### src/rtl/pipe_ctrl_unit.sv
// ----------------------------------------------------------------------------
// pipe_ctrl_unit_pkg / pipe_ctrl_unit
//
// Registered pipeline control for the five-stage core. The ID-stage opcode is
// decoded into a 10-bit control bundle that is carried through the ID/EX,
// EX/MEM and MEM/WB registers together with a valid bit and the destination
// register. The unit also produces the stall, bubble and flush controls for
// load-use hazards, branch/JAL redirects and data-memory wait states.
//
// Optional feature macro: PIPE_CTRL_FORWARD_EN
//   defined   : adds fwd_a/fwd_b operand-forwarding selects and stalls only on
//               a true load-use hazard against EX.
//   undefined : no forwarding ports; any RAW hazard against a writer in EX or
//               MEM stalls ID until the producer reaches WB.
//
// Parameters:
//   REG_AW            register-address width
//   MEM_TIMEOUT       max data-memory wait cycles before the access is aborted
//   X0_WRITE_SUPPRESS 1 = decoded reg_w_en cleared when rd is x0
//
// Ports:
//   clk, rst_n                      clock (rising edge), async active-low reset
//   id_valid, id_opcode             ID-stage instruction valid and opcode
//   id_rs1, id_rs2, id_rd           ID-stage register addresses
//   ex_branch_cond                  branch compare result resolved in EX
//   dmem_ack                        data memory completes the request this cycle
//   ex_ctrl, mem_ctrl, wb_ctrl      per-stage control bundles
//     bit order {imsel,branch_en,jal,reg_w_en,mem_r_en,mem_w_en,aluop[1:0],wbsel[1:0]}
//   ex_rd, mem_rd, wb_rd            per-stage destination registers
//   pc_stall, ifid_stall            hold PC / IF/ID
//   ifid_flush                      IF/ID loads a bubble next edge
//   branch_taken                    redirect PC to the EX target this cycle
//   dmem_req                        MEM-stage access request
//   mem_timeout                     sticky memory timeout flag
//   illegal_op                      ID holds a valid instruction with an unknown opcode
//   fwd_a, fwd_b (macro only)       EX operand sources: 00 regfile, 01 EX/MEM, 10 MEM/WB
// ----------------------------------------------------------------------------

package pipe_ctrl_unit_pkg;

    localparam int unsigned CTRL_W = 10;

    // Control bundle carried down the pipeline.
    typedef struct packed {
        logic       imsel;
        logic       branch_en;
        logic       jal;
        logic       reg_w_en;
        logic       mem_r_en;
        logic       mem_w_en;
        logic [1:0] aluop;
        logic [1:0] wbsel;
    } ctrl_t;

    localparam logic [6:0] OP_R      = 7'b0110011;
    localparam logic [6:0] OP_LOAD   = 7'b0000011;
    localparam logic [6:0] OP_STORE  = 7'b0100011;
    localparam logic [6:0] OP_ICALC  = 7'b0010011;
    localparam logic [6:0] OP_BRANCH = 7'b1100011;
    localparam logic [6:0] OP_JAL    = 7'b1101111;
    localparam logic [6:0] OP_LUI    = 7'b0110111;

endpackage

module pipe_ctrl_unit
    import pipe_ctrl_unit_pkg::*;
#(
    parameter int unsigned REG_AW            = 5,
    parameter int unsigned MEM_TIMEOUT       = 16,
    parameter bit          X0_WRITE_SUPPRESS = 1'b1
) (
    input  logic                clk,
    input  logic                rst_n,
    input  logic                id_valid,
    input  logic [6:0]          id_opcode,
    input  logic [REG_AW-1:0]   id_rs1,
    input  logic [REG_AW-1:0]   id_rs2,
    input  logic [REG_AW-1:0]   id_rd,
    input  logic                ex_branch_cond,
    input  logic                dmem_ack,
    output logic [CTRL_W-1:0]   ex_ctrl,
    output logic [CTRL_W-1:0]   mem_ctrl,
    output logic [CTRL_W-1:0]   wb_ctrl,
    output logic [REG_AW-1:0]   ex_rd,
    output logic [REG_AW-1:0]   mem_rd,
    output logic [REG_AW-1:0]   wb_rd,
    output logic                pc_stall,
    output logic                ifid_stall,
    output logic                ifid_flush,
    output logic                branch_taken,
    output logic                dmem_req,
    output logic                mem_timeout,
`ifdef PIPE_CTRL_FORWARD_EN
    output logic [1:0]          fwd_a,
    output logic [1:0]          fwd_b,
`endif
    output logic                illegal_op
);

    localparam int unsigned CNT_W = $clog2(MEM_TIMEOUT + 1);

    typedef enum logic {
        RUN   = 1'b0,
        MWAIT = 1'b1
    } state_t;

    // ------------------------------------------------------------------
    // Pipeline registers
    // ------------------------------------------------------------------
    logic              ex_valid, mem_valid, wb_valid;
    ctrl_t             ex_q, mem_q, wb_q;
    logic [REG_AW-1:0] ex_rd_q, mem_rd_q, wb_rd_q;
`ifdef PIPE_CTRL_FORWARD_EN
    logic [REG_AW-1:0] ex_rs1_q, ex_rs2_q;
`endif

    // FSM and wait counter
    state_t            state, state_nxt;
    logic [CNT_W-1:0]  wait_cnt, cnt_nxt;
    logic              timeout_flag;

    // Combinational control
    ctrl_t             id_bundle;
    ctrl_t             wb_in;
    logic              rs1_used, rs2_used, op_known;
    logic              freeze, timeout_now, redirect;
    logic              raw_ex, raw_mem, load_use, stall_lu, id_take;

    // ------------------------------------------------------------------
    // ID-stage decode
    // ------------------------------------------------------------------
    always_comb begin
        id_bundle = '0;
        rs1_used  = 1'b0;
        rs2_used  = 1'b0;
        op_known  = 1'b1;
        case (id_opcode)
            OP_R: begin
                id_bundle.reg_w_en = 1'b1;
                rs1_used           = 1'b1;
                rs2_used           = 1'b1;
            end
            OP_LOAD: begin
                id_bundle.reg_w_en = 1'b1;
                id_bundle.mem_r_en = 1'b1;
                id_bundle.imsel    = 1'b1;
                id_bundle.aluop    = 2'b01;
                id_bundle.wbsel    = 2'b01;
                rs1_used           = 1'b1;
            end
            OP_STORE: begin
                id_bundle.mem_w_en = 1'b1;
                id_bundle.imsel    = 1'b1;
                id_bundle.aluop    = 2'b01;
                rs1_used           = 1'b1;
                rs2_used           = 1'b1;
            end
            OP_ICALC: begin
                id_bundle.reg_w_en = 1'b1;
                id_bundle.imsel    = 1'b1;
                rs1_used           = 1'b1;
            end
            OP_BRANCH: begin
                id_bundle.branch_en = 1'b1;
                rs1_used            = 1'b1;
                rs2_used            = 1'b1;
            end
            OP_JAL: begin
                id_bundle.reg_w_en = 1'b1;
                id_bundle.jal      = 1'b1;
                id_bundle.wbsel    = 2'b10;
            end
            OP_LUI: begin
                id_bundle.reg_w_en = 1'b1;
                id_bundle.aluop    = 2'b10;
            end
            default: op_known = 1'b0;
        endcase
        if (X0_WRITE_SUPPRESS && (id_rd == '0)) begin
            id_bundle.reg_w_en = 1'b0;
        end
    end

    assign illegal_op = id_valid & ~op_known;

    // MEM-stage request is live whenever a valid memory op sits in EX/MEM.
    assign dmem_req = mem_valid & (mem_q.mem_r_en | mem_q.mem_w_en);

    // ------------------------------------------------------------------
    // Memory-wait FSM: state register
    // ------------------------------------------------------------------
    always_ff @(posedge clk or negedge rst_n) begin
        if (!rst_n) begin
            state        <= RUN;
            wait_cnt     <= '0;
            timeout_flag <= 1'b0;
        end else begin
            state    <= state_nxt;
            wait_cnt <= cnt_nxt;
            if (timeout_now) begin
                timeout_flag <= 1'b1;
            end
        end
    end

    // Memory-wait FSM: next state, counter and freeze/timeout decisions
    always_comb begin
        state_nxt   = state;
        cnt_nxt     = '0;
        freeze      = 1'b0;
        timeout_now = 1'b0;
        case (state)
            RUN: begin
                if (dmem_req && !dmem_ack) begin
                    state_nxt = MWAIT;
                    freeze    = 1'b1;
                    cnt_nxt   = wait_cnt + CNT_W'(1);
                end
            end
            MWAIT: begin
                if (dmem_ack) begin
                    state_nxt = RUN;
                end else if (wait_cnt == CNT_W'(MEM_TIMEOUT)) begin
                    // Abort: let the access retire without a register write.
                    state_nxt   = RUN;
                    timeout_now = 1'b1;
                end else begin
                    freeze  = 1'b1;
                    cnt_nxt = wait_cnt + CNT_W'(1);
                end
            end
            default: state_nxt = RUN;
        endcase
    end

    // Sticky flag is also visible in the cycle the timeout occurs.
    assign mem_timeout = timeout_flag | timeout_now;

    // ------------------------------------------------------------------
    // Hazard detection and stall/flush controls
    // ------------------------------------------------------------------
    always_comb begin
        raw_ex  = ex_valid & ex_q.reg_w_en & (ex_rd_q != '0) &
                  ((rs1_used & (ex_rd_q == id_rs1)) | (rs2_used & (ex_rd_q == id_rs2)));
        raw_mem = mem_valid & mem_q.reg_w_en & (mem_rd_q != '0) &
                  ((rs1_used & (mem_rd_q == id_rs1)) | (rs2_used & (mem_rd_q == id_rs2)));
`ifdef PIPE_CTRL_FORWARD_EN
        // Forwarding covers everything except a load result still in EX.
        load_use = id_valid & ex_q.mem_r_en & raw_ex;
`else
        // Without forwarding the consumer waits until the producer is in WB.
        load_use = id_valid & (raw_ex | raw_mem);
`endif
        redirect     = ex_valid & ((ex_q.branch_en & ex_branch_cond) | ex_q.jal);
        branch_taken = redirect & ~freeze;
        // A redirect flushes the ID instruction, so its stall is moot.
        stall_lu     = load_use & ~freeze & ~redirect;
        pc_stall     = freeze | stall_lu;
        ifid_stall   = freeze | stall_lu;
        ifid_flush   = branch_taken;
        id_take      = id_valid & ~redirect & ~load_use;

        wb_in = mem_q;
        if (timeout_now) begin
            wb_in.reg_w_en = 1'b0;
        end
    end

    // ------------------------------------------------------------------
    // ID/EX, EX/MEM, MEM/WB registers
    // ------------------------------------------------------------------
    always_ff @(posedge clk or negedge rst_n) begin
        if (!rst_n) begin
            ex_valid  <= 1'b0;
            ex_q      <= '0;
            ex_rd_q   <= '0;
            mem_valid <= 1'b0;
            mem_q     <= '0;
            mem_rd_q  <= '0;
            wb_valid  <= 1'b0;
            wb_q      <= '0;
            wb_rd_q   <= '0;
`ifdef PIPE_CTRL_FORWARD_EN
            ex_rs1_q  <= '0;
            ex_rs2_q  <= '0;
`endif
        end else if (freeze) begin
            // Everything upstream of MEM/WB holds; WB gets a bubble.
            wb_valid <= 1'b0;
            wb_q     <= '0;
            wb_rd_q  <= '0;
        end else begin
            wb_valid  <= mem_valid;
            wb_q      <= wb_in;
            wb_rd_q   <= mem_rd_q;
            mem_valid <= ex_valid;
            mem_q     <= ex_q;
            mem_rd_q  <= ex_rd_q;
            if (id_take) begin
                ex_valid <= 1'b1;
                ex_q     <= id_bundle;
                ex_rd_q  <= id_rd;
`ifdef PIPE_CTRL_FORWARD_EN
                ex_rs1_q <= rs1_used ? id_rs1 : '0;
                ex_rs2_q <= rs2_used ? id_rs2 : '0;
`endif
            end else begin
                ex_valid <= 1'b0;
                ex_q     <= '0;
                ex_rd_q  <= '0;
`ifdef PIPE_CTRL_FORWARD_EN
                ex_rs1_q <= '0;
                ex_rs2_q <= '0;
`endif
            end
        end
    end

    // Stage outputs are zero whenever the stage holds no instruction.
    assign ex_ctrl  = ex_valid  ? CTRL_W'(ex_q)  : '0;
    assign mem_ctrl = mem_valid ? CTRL_W'(mem_q) : '0;
    assign wb_ctrl  = wb_valid  ? CTRL_W'(wb_q)  : '0;
    assign ex_rd    = ex_valid  ? ex_rd_q  : '0;
    assign mem_rd   = mem_valid ? mem_rd_q : '0;
    assign wb_rd    = wb_valid  ? wb_rd_q  : '0;

`ifdef PIPE_CTRL_FORWARD_EN
    // EX operand source select; the younger EX/MEM result wins.
    always_comb begin
        fwd_a = 2'b00;
        fwd_b = 2'b00;
        if (wb_valid && wb_q.reg_w_en && (wb_rd_q != '0) && (wb_rd_q == ex_rs1_q)) begin
            fwd_a = 2'b10;
        end
        if (mem_valid && mem_q.reg_w_en && (mem_rd_q != '0) && (mem_rd_q == ex_rs1_q)) begin
            fwd_a = 2'b01;
        end
        if (wb_valid && wb_q.reg_w_en && (wb_rd_q != '0) && (wb_rd_q == ex_rs2_q)) begin
            fwd_b = 2'b10;
        end
        if (mem_valid && mem_q.reg_w_en && (mem_rd_q != '0) && (mem_rd_q == ex_rs2_q)) begin
            fwd_b = 2'b01;
        end
    end
`endif

endmodule

### config.mk
export PLATFORM = sky130hd
export DESIGN_NAME = pipe_ctrl_unit
export DESIGN_NICKNAME = d
export VERILOG_FILES = /design/src/rtl/pipe_ctrl_unit.sv
export SDC_FILE = /design/constraint.sdc
export NUM_CORES = 1
export LEC_CHECK = 0
export CAP_MARGIN = 10
export CORE_ASPECT_RATIO = 0.75
export CORE_MARGIN = 4
export CORE_UTILIZATION = 37
export DETAILED_ROUTE_END_ITERATION = 8
export DONT_BUFFER_PORTS = 1
export GPL_TIMING_DRIVEN = 0
export PLACE_DENSITY = 0.65
export SLEW_MARGIN = 5
export SYNTH_ARGS = -nofsm -noshare
export SYNTH_HDL_FRONTEND = slang
export SYNTH_SLANG_ARGS = --single-unit
### constraint.sdc
create_clock -name clk -period 1.7 [get_ports clk]
set_input_delay 0.17 -clock clk [delete_from_list [all_inputs] [get_ports clk]]
set_output_delay 0.17 -clock clk [all_outputs]
set_load 0.005 [all_outputs]
# --- Yosys cells after proc, flatten, opt, wreduce, memory -nomap -nowiden ---
# Index checks and enable logic that the tools add are counted.
# W data, S select, Z words.
op_classes:
  n_bitwise: 32
  n_reduce_logical: 11
  mux: 36
  add_sub_neg: 1
  eq_ne: 12
ops:
  columns: ["op", "n"]
  rows:
  - ["$mux W10", 5]
  - ["$mux W5", 8]
  - ["$eq A7 B6 Y1 const B", 3]
  - ["$and A1 B1 Y1", 20]
  - ["$eq A5 B5 Y1", 4]
  - ["$mux W1", 19]
  - ["$eq A7 B7 Y1 const B", 2]
  - ["$pmux W5 S2", 1]
  - ["$reduce_bool A5 Y1", 2]
  - ["$reduce_or A5 Y1", 2]
  - ["$pmux W2 S2", 2]
  - ["$eq A7 B2 Y1 const B", 1]
  - ["$eq A7 B5 Y1 const B", 1]
  - ["$or A1 B1 Y1", 7]
  - ["$reduce_or A7 Y1", 1]
  - ["$reduce_or A3 Y1", 2]
  - ["$add A5 B1 Y5 const B", 1]
  - ["$eq A5 B5 Y1 const B", 1]
  - ["$logic_not A5 Y1", 1]
  - ["$not A1 Y1", 5]
  - ["$pmux W1 S2", 1]
  - ["$reduce_or A2 Y1", 1]
  - ["$logic_and A1 B1 Y1", 1]
  - ["$logic_not A1 Y1", 1]
word_totals:
  ff_bits: 55

# --- Logic depth before layout (Yosys ltp) ---
logic_depth:
  depth_word: 11
  ltp_mapped: 9
  mapped_depth_nobuf: 8

# --- Worst setup path before layout ---
# No wires, ideal clock.
synth_path:
  path_type: "register -> output"
  start: "register wait_cnt[0]"
  end: "output port pc_stall"
  required_time_ns: 1.530
  t_arrival_ns: 1.690
  path_buffers: 2
  path_stages_with_launch: 10
  slack_ns: -0.160
  path_cell_list: "dfrtp_1 -> inv_1 -> ha_1 -> and4bb_2 -> mux2i_4 -> nand2_1 -> inv_1 -> buf_2 -> a21o_2 -> buf_4"
synth_between:
  elab_chain_cells: 8
synth_lines:
  columns: ["element", "line", "text"]
  rows:
  - ["from (decl)", "119", "logic [CNT_W-1:0] wait_cnt, cnt_nxt;"]
  - ["from (signal assigned)", "199", "wait_cnt <= cnt_nxt;"]
  - ["$eq A5 B5 Y1 *", "223", "end else if (wait_cnt == CNT_W'(MEM_TIMEOUT)) begin"]
  - ["$mux W1 *", "223", null]
  - ["$mux W1 *", "221", "if (dmem_ack) begin"]
  - ["$pmux W1 S2 *", "212", "case (state)"]
  - ["$not A1 Y1", "257", "stall_lu = load_use & ~freeze & ~redirect;"]
  - ["$and A1 B1 Y1 (2 in series)", "257", null]
  - ["$or A1 B1 Y1 *", null, null]
  - ["to (decl)", "87", "output logic pc_stall,"]
# Every way passes the cells marked *; elsewhere a longest branch is shown, timed or not.

# --- Worst setup path after layout ---
layout_path:
  start: "register mem_rd_q[1]"
  end: "output port pc_stall"
layout_between:
  elab_chain_cells: 9
  elab_cells_between_ends: 13
layout_lines:
  columns: ["element", "line", "text"]
  rows:
  - ["from (decl)", "112", "logic [REG_AW-1:0] ex_rd_q, mem_rd_q, wb_rd_q;"]
  - ["from (signal assigned)", "298", "mem_rd_q <= ex_rd_q;"]
  - ["$eq A5 B5 Y1", "246", "((rs1_used & (mem_rd_q == id_rs1)) | (rs2_used & (mem_rd_q == id_rs2)));"]
  - ["$and A1 B1 Y1", "246", null]
  - ["$or A1 B1 Y1", "246", null]
  - ["$and A1 B1 Y1 *", "245", "raw_mem = mem_valid & mem_q.reg_w_en & (mem_rd_q != '0) &"]
  - ["$or A1 B1 Y1 *", "252", "load_use = id_valid & (raw_ex | raw_mem);"]
  - ["$and A1 B1 Y1 *", "252", null]
  - ["$and A1 B1 Y1 * (2 in series)", "257", null]
  - ["$or A1 B1 Y1 *", null, null]
# Marked as above.

==> flow_summary.json <==
{
  "status": "finished, violations left",
  "violations": "setup timing",
  "cts_tree": "built",
  "grt_pass1_wl_mm": 11.2,
  "worstMarginPinSlew_ns": 0.428,
  "hold_viol": 0,
  "fin_tns_setup_ns": -3.51,
  "first_global_vias": 2121,
  "syn_inst": 292,
  "dpl_cell_area_sq_um": 2920,
  "ant_nets": 0,
  "clkSinkCount": 52,
  "drc": 0,
  "power.internal_mw": 1.66,
  "clock_path_buffers": 2,
  "ff2ff_path_depth": 9,
  "p_leak_nw": 1.65,
  "num_rows": 26,
  "synthArstFlopShare_pct": 100,
  "cts-root-buf": "clkbuf_8",
  "synth_ff_type": "dfrtp_1",
  "drt_iter0_drc": 85,
  "place_inst": 390,
  "pwr-share-comb_pct": 9.8,
  "syn-cell-area_sq_um": 2760,
  "ir_drop_mv": 0.325,
  "wirelength_mm": 7.27,
  "worst_clock_skew_ns": 0.0101,
  "grt_usage_pct": 16.1,
  "avgViaCountPerCell": 4.97,
  "synth_seq_area_share_pct": 47.1,
  "start_util_pct": 39.3,
  "power_frac_seq_pct": 57.8,
  "die_x_um": 108,
  "core_sq_um": 7030,
  "p_clk_share_pct": 32.4,
  "numCtsBuffers": 5,
  "htree_levels": 2,
  "fin_nets": 359,
  "post-route-worst-setup-slack_ns": -0.409,
  "slew_viol_final": 0,
  "fin_crit_ns": 2.11,
  "gp_congestion": 0.813,
  "switchingPower_uw": 583,
  "routedWlPerCell_um": 16.9,
  "critPathCaptureType": "output port",
  "drv_cap": 0,
  "grt_overflow": 0,
  "post-route-period-util_pct": 124,
  "synth_edf_count": 0,
  "yosysUniqueCellTypes": 43,
  "first_pass_iters": 4,
  "max_freq_mhz": 474,
  "startpoint_type": "register",
  "die-height_um": 82.9,
  "syn2layout_area_growth_pct": 26.1,
  "design_area_sq_um": 3480,
  "swShare_pct": 26.0,
  "final_cell_count_no_fill": 429,
  "portBuffers": 0,
  "cp_max_fo": 6,
  "diodes": 0,
  "grt_max_degree": 53,
  "fillers": 667,
  "rsz0062_at_grt": "true",
  "slew_headroom_pct": 71.3,
  "io-pin-count": 79,
  "crit_required_ns": 1.53,
  "clk_latency_ns": 0.31,
  "pre_cts_ws_ns": -0.327,
  "antenna_found_initial": 0,
  "p_per_area_nw_per_um2": 644,
  "ys_warn_count": 0,
  "min_path_cells": 3,
  "die_area_sq_um": 8930,
  "crit_type": "register to output port",
  "crit_arrival_ns": 1.94,
  "hold_class": "input port to register",
  "drive_gt1_share_pct": 25.7,
  "synth_nets": 321,
  "vias": 2132,
  "avgSynthCellArea_sq_um": 9.47,
  "clk_pin_slew_ns": 0.10,
  "post-route-util_pct": 49.6,
  "setup_viol": 19,
  "synth-seq-cells": 52,
  "dpl.hpwl_mm": 5.18
}
[cells in the final DEF (no fill, tap or decap), drive strengths merged, types with 2 or more instances in the layout]
master,netlist,final
nand2,67,67
and2,58,58
dfrtp,52,52
buf,10,34
xor2,22,22
o21ai,17,17
clkbuf,6,11
nor2,8,8
dlygate4sd3,0,7
inv,6,7
nor3,5,5
nand3,3,3
a32o,3,3
a21oi,3,3
or4,3,3
nand2b,2,2
a2111oi,2,2
a22oi,2,2
a31o,2,2
and3,2,2
nor4,2,2
o22ai,2,2
ha,2,2
clkinv,0,2
[cell type report]
cell class                 count  area, sq um  area share, %
buffer                        16          165           4.74
clock buffer                   5         68.8           1.97
clock inverter                 3         22.5          0.646
inverter                       6         27.5          0.790
multi-input combinational    218         1430           41.0
sequential                    52         1310           37.6
tap                           98          123           3.52
timing repair buffer          31          339           9.73
[metrics by stage]
| stage | total power [mW] | hold slack (ns) |
|---|---|---|
| after floorplan | 1.42 | -0.126 |
| after detailed placement | 1.46 | -0.123 |
| after global routing | 2.35 | 0.0417 |
| after global placement | 1.45 | -0.123 |
| final | 2.24 | 0.0501 |
| after CTS | 2.24 | 0.0222 |
[worst max-delay path, stage by stage, from the launching register on]
cell	delay, ns
dfrtp_2	0.47
or4_4	0.54
o21ai_4	0.16
o22ai_2	0.11
a21o_4	0.24
buf_6	0.11
[sequential cells by signal (all words and copies together) (netlist names)]
| register | count |
|---|---|
| ex_q | 9 |
| ex_rd_q | 5 |
| ex_valid | 1 |
| mem_q | 9 |
| mem_rd_q | 5 |
| mem_valid | 1 |
| state | 1 |
| timeout_flag | 1 |
| wait_cnt | 5 |
| wb_q | 9 |
| wb_rd_q | 5 |
| wb_valid | 1 |
[cells by family (layout without fill, tap and decap cells)]
logic type / Yosys count / count (layout) / synth area share, %
fa+ha+maj: 2 / 2 / 0.905
buf+inv: 22 / 61 / 4.16
flops: 52 / 52 / 47.1
mux: 1 / 1 / 0.815
xor+xnor: 23 / 23 / 7.29
simple gates: 156 / 156 / 29.0
compound gates: 36 / 36 / 10.8
[timing repair]
action,4_1_cts,5_1_grt
resized for setup,38,19
hold buffers,8,0
buffers inserted,18,5
pin swaps,16,20
gates cloned,0,2
endpoints found under the hold margin,58,0
endpoints found under the setup margin,49,47
[power by group through the flow]
stage	Clock (mW)	Combinational, mW	Sequential [mW]
floorplan	0	0.110	1.31
global placement	0	0.129	1.32
detailed placement	0	0.132	1.32
CTS	0.737	0.211	1.30
global route	0.804	0.243	1.30
finish	0.728	0.219	1.30
[final timing paths]
check | start | to | slack [ns]
worst max-delay path | mem_rd_q[1] | pc_stall | -0.41
max in group asynchronous | rst_n | mem_rd_q[4] | 1.09
worst min register to register | mem_q[2] | mem_q[2] | 0.48
min in group asynchronous | rst_n | wait_cnt[2] | 0.37
worst min-delay path | id_opcode[5] | ex_q[0] | 0.05
worst max register to register | wait_cnt[1] | ex_q[2] | -0.22
[per-layer routing]
layer  vias to the layer above  share of wire, %  global-route usage [%]
met1                      1021                48                    22.6
met3                         6               7.0                    6.12
met4                         0              0.74                    2.75
met2                        71                44                    24.0
met5                         -                 0                       0
li1                       1034                 -                       -
[synth_stat cells, types with 2 or more instances]
cell type   n  share of area (%)
nand2_1    67                9.1
and2_1     58                 13
dfrtp_1    52                 47
xor2_1     22                7.0
o21ai_2    10                3.2
nor2_1      8                1.1
o21ai_0     7                1.3
inv_1       6               0.81
buf_4       5                1.4
clkbuf_1    5               0.68
nor3_1      5               0.91
buf_2       4               0.72
a32o_1      3                1.1
nand3_1     3               0.54
or4_1       3               0.81
a21oi_1     2               0.36
a22oi_1     2               0.54
a31o_2      2               0.63
ha_1        2               0.91
nand2b_1    2               0.45
nor4_1      2               0.45
Power figures use the tool's default switching activity.
